**src/rtl/gnss_pkg.sv**
```systemverilog
// rtl/gnss_pkg.sv - shared GNSS tracking constants and types
package gnss_pkg;

    localparam int unsigned GPS_CA_LEN = 1023;
    localparam int unsigned FCW_W      = 32;

    typedef logic [FCW_W-1:0] fcw_t;

endpackage

```
**src/rtl/cla_32_bit.sv**
```systemverilog
// rtl/cla_32_bit.sv - 32-bit carry-lookahead adder, 4-bit lookahead groups
module cla_32_bit (
    input  logic [31:0] a,
    input  logic [31:0] b,
    input  logic        cin,
    output logic [31:0] sum,
    output logic        cout,
    output logic        pg,
    output logic        gg
);

    logic [31:0] g;
    logic [31:0] p;
    logic [32:0] c;
    logic [7:0]  bg;
    logic [7:0]  bp;
    logic        g_acc;

    assign g = a & b;
    assign p = a ^ b;

    // Full lookahead inside each nibble; group carries ripple between nibbles.
    always_comb begin
        c     = '0;
        bg    = '0;
        bp    = '0;
        g_acc = 1'b0;
        c[0]  = cin;
        for (int k = 0; k < 8; k++) begin
            bg[k] = g[4*k+3]
                  | (p[4*k+3] & g[4*k+2])
                  | (p[4*k+3] & p[4*k+2] & g[4*k+1])
                  | (p[4*k+3] & p[4*k+2] & p[4*k+1] & g[4*k]);
            bp[k] = &p[4*k +: 4];
            c[4*k+1] = g[4*k] | (p[4*k] & c[4*k]);
            c[4*k+2] = g[4*k+1] | (p[4*k+1] & g[4*k])
                     | (p[4*k+1] & p[4*k] & c[4*k]);
            c[4*k+3] = g[4*k+2] | (p[4*k+2] & g[4*k+1])
                     | (p[4*k+2] & p[4*k+1] & g[4*k])
                     | (p[4*k+2] & p[4*k+1] & p[4*k] & c[4*k]);
            c[4*k+4] = bg[k] | (bp[k] & c[4*k]);
            g_acc    = bg[k] | (bp[k] & g_acc);
        end
    end

    assign sum  = p ^ c[31:0];
    assign cout = c[32];
    assign pg   = &bp;
    assign gg   = g_acc;

endmodule

```
**src/rtl/code_nco.sv**
```systemverilog
// rtl/code_nco.sv - code-rate NCO with chip/half-chip/epoch strobes and epoch-aligned rate updates
module code_nco
    import gnss_pkg::*;
#(
    parameter int unsigned CODE_LEN  = GPS_CA_LEN,
    parameter int unsigned CHIP_W    = 16,
    parameter fcw_t        RESET_FCW = 32'h0000_0000
) (
    input  logic              clk,
    input  logic              nrst,
    input  logic              en,
    input  logic              phase_clr,
    input  fcw_t              fcw_in,
    input  logic              fcw_valid,
    output logic              fcw_ready,
    output fcw_t              phase,
    output logic [CHIP_W-1:0] chip_idx,
    output logic              chip_stb,
    output logic              half_stb,
    output logic              epoch_stb
);

    localparam logic [CHIP_W-1:0] LAST_IDX = CHIP_W'(CODE_LEN - 1);

    fcw_t fcw_act;
    fcw_t fcw_pend;
    logic pend_v;
    fcw_t sum;
    logic cout;
    logic at_last;
    fcw_t fcw_sat;
    logic adder_pg_unused;
    logic adder_gg_unused;

    cla_32_bit u_add (
        .a    (phase),
        .b    (fcw_act),
        .cin  (1'b0),
        .sum  (sum),
        .cout (cout),
        .pg   (adder_pg_unused),
        .gg   (adder_gg_unused)
    );

    assign at_last   = (chip_idx == LAST_IDX);
    assign fcw_ready = !pend_v;
    // Words >= 2^31 would allow two boundaries per add; clamp just below.
    assign fcw_sat   = fcw_in[31] ? 32'h7FFF_FFFF : fcw_in;

    always_ff @(posedge clk or negedge nrst) begin
        if (!nrst) begin
            phase     <= '0;
            chip_idx  <= '0;
            chip_stb  <= 1'b0;
            half_stb  <= 1'b0;
            epoch_stb <= 1'b0;
            fcw_act   <= RESET_FCW;
            fcw_pend  <= '0;
            pend_v    <= 1'b0;
        end else begin
            // Transfer needs !pend_v and apply needs pend_v, so they never collide.
            if (fcw_valid && !pend_v) begin
                fcw_pend <= fcw_sat;
                pend_v   <= 1'b1;
            end
            if (phase_clr) begin
                phase     <= '0;
                chip_idx  <= '0;
                chip_stb  <= 1'b0;
                half_stb  <= 1'b0;
                epoch_stb <= 1'b0;
                if (pend_v) begin
                    fcw_act <= fcw_pend;
                    pend_v  <= 1'b0;
                end
            end else if (en) begin
                phase     <= sum;
                chip_stb  <= cout;
                half_stb  <= (!phase[31] & sum[31]) | (cout & sum[31]);
                epoch_stb <= cout & at_last;
                if (cout) begin
                    chip_idx <= at_last ? '0 : chip_idx + CHIP_W'(1);
                end
                if (cout && at_last && pend_v) begin
                    fcw_act <= fcw_pend;
                    pend_v  <= 1'b0;
                end
            end else begin
                chip_stb  <= 1'b0;
                half_stb  <= 1'b0;
                epoch_stb <= 1'b0;
            end
        end
    end

endmodule

```
**config.mk**
```make
export PLATFORM = sky130hd
export DESIGN_NAME = code_nco
export DESIGN_NICKNAME = d
export VERILOG_FILES = /design/src/rtl/gnss_pkg.sv /design/src/rtl/cla_32_bit.sv /design/src/rtl/code_nco.sv
export SDC_FILE = /design/constraint.sdc
export NUM_CORES = 1
export LEC_CHECK = 0
export ABC_CLOCK_PERIOD_IN_PS = 5300
export BUFFER_PORTS_ARGS = -buffer_cell sky130_fd_sc_hd__buf_2
export CORE_MARGIN = 2
export CORE_UTILIZATION = 29
export CTS_CLUSTER_SIZE = 28
export DETAILED_ROUTE_END_ITERATION = 8
export SYNTH_ARGS = -nofsm -noshare
export SYNTH_HDL_FRONTEND = slang
export SYNTH_SLANG_ARGS = --single-unit
```
**constraint.sdc**
```tcl
create_clock -name clk -period 5.3 [get_ports clk]
set_input_delay 0.795 -clock clk [delete_from_list [all_inputs] [get_ports clk]]
set_output_delay 0.795 -clock clk [all_outputs]
set_load 0.005 [all_outputs]
```
==> reports/metrics.yaml <==
ys_warn_count: 0
htreeDepth: 4
hold_viol: 0
vias: 4560
cts_buffer_depth: 2
dp_hpwl_um: 9810
synth.distinct_cells: 54
die_h_um: 149
portBuffers: 88
cts_tree: "done"
ys.flop_type: "dfrtp_1"
startpoint_type: "flop"
max_cap_viol_count: 0
r2r_start: "phase[25]$_DFFE_PN0P_"
total_leakage_power_nw: 3.45
wl_per_cell_um: 14.6
period_minus_slack_ns: 3.11
rsz0062_at_grt: "no"
worstPathRequired_ns: 5.59
r2r_slack_ns: 2.19
post_dp_cell_area_um2: 6740
cts_hold_buf: 0
syn2layout_area_growth_pct: 20.0
drive_gt1_frac: 0.223
core_area_um2: 20400
overflow: 0
r2r_end: "fcw_act[10]$_DFFE_PN0P_"
max_freq_ghz: 0.321
multi_input_area_um2: 3040
reg2regPathDepth: 10
grt_max_degree: 65
tightest_slew_ns: 1.04
layout_setup_ws_ns: 2.19
rows: 52
antenna_found_initial: 0
clock_power_share: 0.267
setup_tns_ns: 0
p_per_area_nw_per_um2: 528
antennaDiodeCount: 0
crit_type: "flop to flop"
syn_nets: 672
max_slew_margin: 0.309
post_cts_resize_count: 0
switchingPower_mw: 1.36
fin_area_um2: 7270
ys_ff_latch: 114
hold-worst-slack_ns: 0.407
worst_ep_arrival_time_ns: 3.40
routed_wl_um: 14000
switching_share: 0.353
grt_first_pass_wirelength_um: 23400
status: "complete, no violations"
async_reset_ff_frac: 1.00
regArea_um2: 2850
io_pins: 89
worstSetupEndpointType: "flop"
initial_utilization: 0.297
fin_skew_ns: 0.0102
path_clk_slew_ns: 0.05
drcViolationCount: 0
grt_pass1_vias: 4513
vias_per_cell: 4.77
synth.cell_area_um2: 6060
insertion_delay_ns: 0.41
p_seq_frac: 0.347
synth_area_per_cell_um2: 10.2
dp_slack_ns: 2.19
ys_seq_area_frac: 0.471
syn_inst: 593
clockRootBuffer: "clkbuf_16"
post_cts_buffers: 0
die_w_um: 149
setup_viol: 0
drt_iter0_markers: 187
synth-edff-count: 0
place_congestion: 0.772
antenna_left: 0
min_path_type: "input port to async pin"
nets: 756
final-max-slew-violation-count: 0
track_usage: 0.135
dieArea_um2: 22100
fin_total_pwr_mw: 3.84
period_share: 0.587
cts_num_sinks: 114
drt_first_pass_iters: 4
crit_fanout: 31
cts_made_buffers: 17
peakVddDrop_mv: 0.287
fillers: 2056
cell_internal_pwr_mw: 2.48
comb_power_share: 0.386
-- synthesized netlist by cell type, types with 7 or more instances --
cell type  count  area share
mux2i_1       20       0.033
nand3b_1       7      0.0087
a21oi_1       30       0.025
o21ai_0       49       0.040
nand4_1        9      0.0093
a21o_1         7      0.0087
nand2_1       60       0.037
ha_1          34       0.070
nand3_1       10      0.0083
a211oi_1      10       0.012
xnor2_1       18       0.026
dfrtp_1      114        0.47
nor2_1        82       0.051
inv_1         10      0.0062
mux2_2        26       0.048
fa_1           8       0.026
clkbuf_1      18       0.011
-- metal layers --
metal  GRT usage  vias to the layer above  routed length (um)
met1       0.176                     2172                6430
met5           0                        -                   0
met4      0.0352                        0                 144
met2       0.218                      104                6520
met3      0.0426                       16                 901
li1            -                     2268                   -
-- cell families (layout without fill, tap and decap cells) --
| kind of cell | count (synthesis) | after routing | share of synthesized area |
|---|---|---|---|
| buf+inv | 37 | 130 | 0.0283 |
| flops | 114 | 114 | 0.471 |
| xor+xnor | 21 | 21 | 0.0304 |
| simple gates | 200 | 200 | 0.151 |
| fa+ha+maj | 42 | 42 | 0.0967 |
| compound gates | 128 | 128 | 0.132 |
| mux | 51 | 51 | 0.0907 |
-- power groups by stage --
stage | Combinational (mW) | Sequential, mW | Clock (mW)
after floorplan | 1.13 | 1.30 | 0
after global placement | 1.48 | 1.35 | 0
after detailed placement | 1.49 | 1.36 | 0
after CTS | 1.50 | 1.34 | 1.05
after global routing | 1.72 | 1.38 | 1.10
final | 1.48 | 1.33 | 1.02
-- flip-flops by register name, indices dropped and copies added, names as in the netlist --
| register | flops |
|---|---|
| fcw_act | 31 |
| half_stb | 1 |
| chip_stb | 1 |
| fcw_pend | 31 |
| epoch_stb | 1 |
| phase | 32 |
| pend_v | 1 |
| chip_idx | 16 |
-- critical path: stages (launching register included) --
cell and delay (ns):
dfrtp_1 0.39, ha_1 0.37, a21o_1 0.21, a21o_1 0.21, a2111oi_0 0.36, a21boi_1 0.20
a21boi_4 0.24, nor3_2 0.09, o21ai_2 0.11, buf_4 0.41, mux2_2 0.39
-- area by class of cell --
type,count,share of cell area
inverters,10,0.00516
well taps,270,0.0465
multi-input cells,442,0.418
clock inverters,5,0.00413
flip-flops and latches,114,0.392
clock buffers,23,0.0685
repair buffers,92,0.0651
-- worst max-delay path by stage --
| stage | start | slack (ns) | depth (start not counted) | endpoint |
|---|---|---|---|---|
| 3_3_place_gp | phase[25]$_DFFE_PN0P_ | 2.26 | 10 | fcw_act[19]$_DFFE_PN0P_ |
| 2_1_floorplan | phase[25]$_DFFE_PN0P_ | 2.52 | 10 | fcw_act[11]$_DFFE_PN0P_ |
| 6_report | phase[25]$_DFFE_PN0P_ | 2.19 | 10 | fcw_act[10]$_DFFE_PN0P_ |
| 4_1_cts | phase[25]$_DFFE_PN0P_ | 2.18 | 10 | fcw_act[10]$_DFFE_PN0P_ |
| 3_5_place_dp | phase[25]$_DFFE_PN0P_ | 2.19 | 10 | fcw_act[18]$_DFFE_PN0P_ |
| 5_1_grt | phase[9]$_DFFE_PN0P_ | 1.88 | 10 | phase[21]$_DFFE_PN0P_ |
-- through the flow --
stage / util / instances
2_1_floorplan: - / 593
3_3_place_gp: 0.331 / 928
3_5_place_dp: 0.331 / 928
4_1_cts: 0.357 / 956
5_1_grt: 0.357 / 956
6_report: 0.357 / 956
-- cells in the final DEF (no fill, tap or decap), types with 2 or more instances in the layout --
cell type,Yosys,final
nand3_1,10,10
ha_1,34,34
nand4b_1,2,2
a211oi_1,10,10
o21ai_0,49,49
fa_1,8,8
buf_4,0,5
inv_1,10,10
a22oi_1,3,3
xnor2_1,18,18
o21bai_1,4,4
nor2b_1,3,3
nand3b_1,7,7
a22o_1,3,3
nor4_1,3,2
nor2_1,82,82
clkbuf_8,0,5
buf_2,2,87
dfrtp_1,114,114
a21o_1,7,7
a2111oi_0,2,2
nand2_1,60,59
mux2i_1,20,20
nand4_1,9,9
o31ai_1,2,2
mux2_1,5,5
clkbuf_16,0,17
clkinvlp_4,0,2
a21oi_1,30,30
and3_1,2,2
and4_1,3,3
or3_1,4,4
clkinv_2,0,3
xor2_1,3,3
nor3_1,6,6
mux2_2,26,26
a31oi_1,6,6
a221oi_1,2,2
and2_1,2,2
Power figures use the tool's default switching activity.
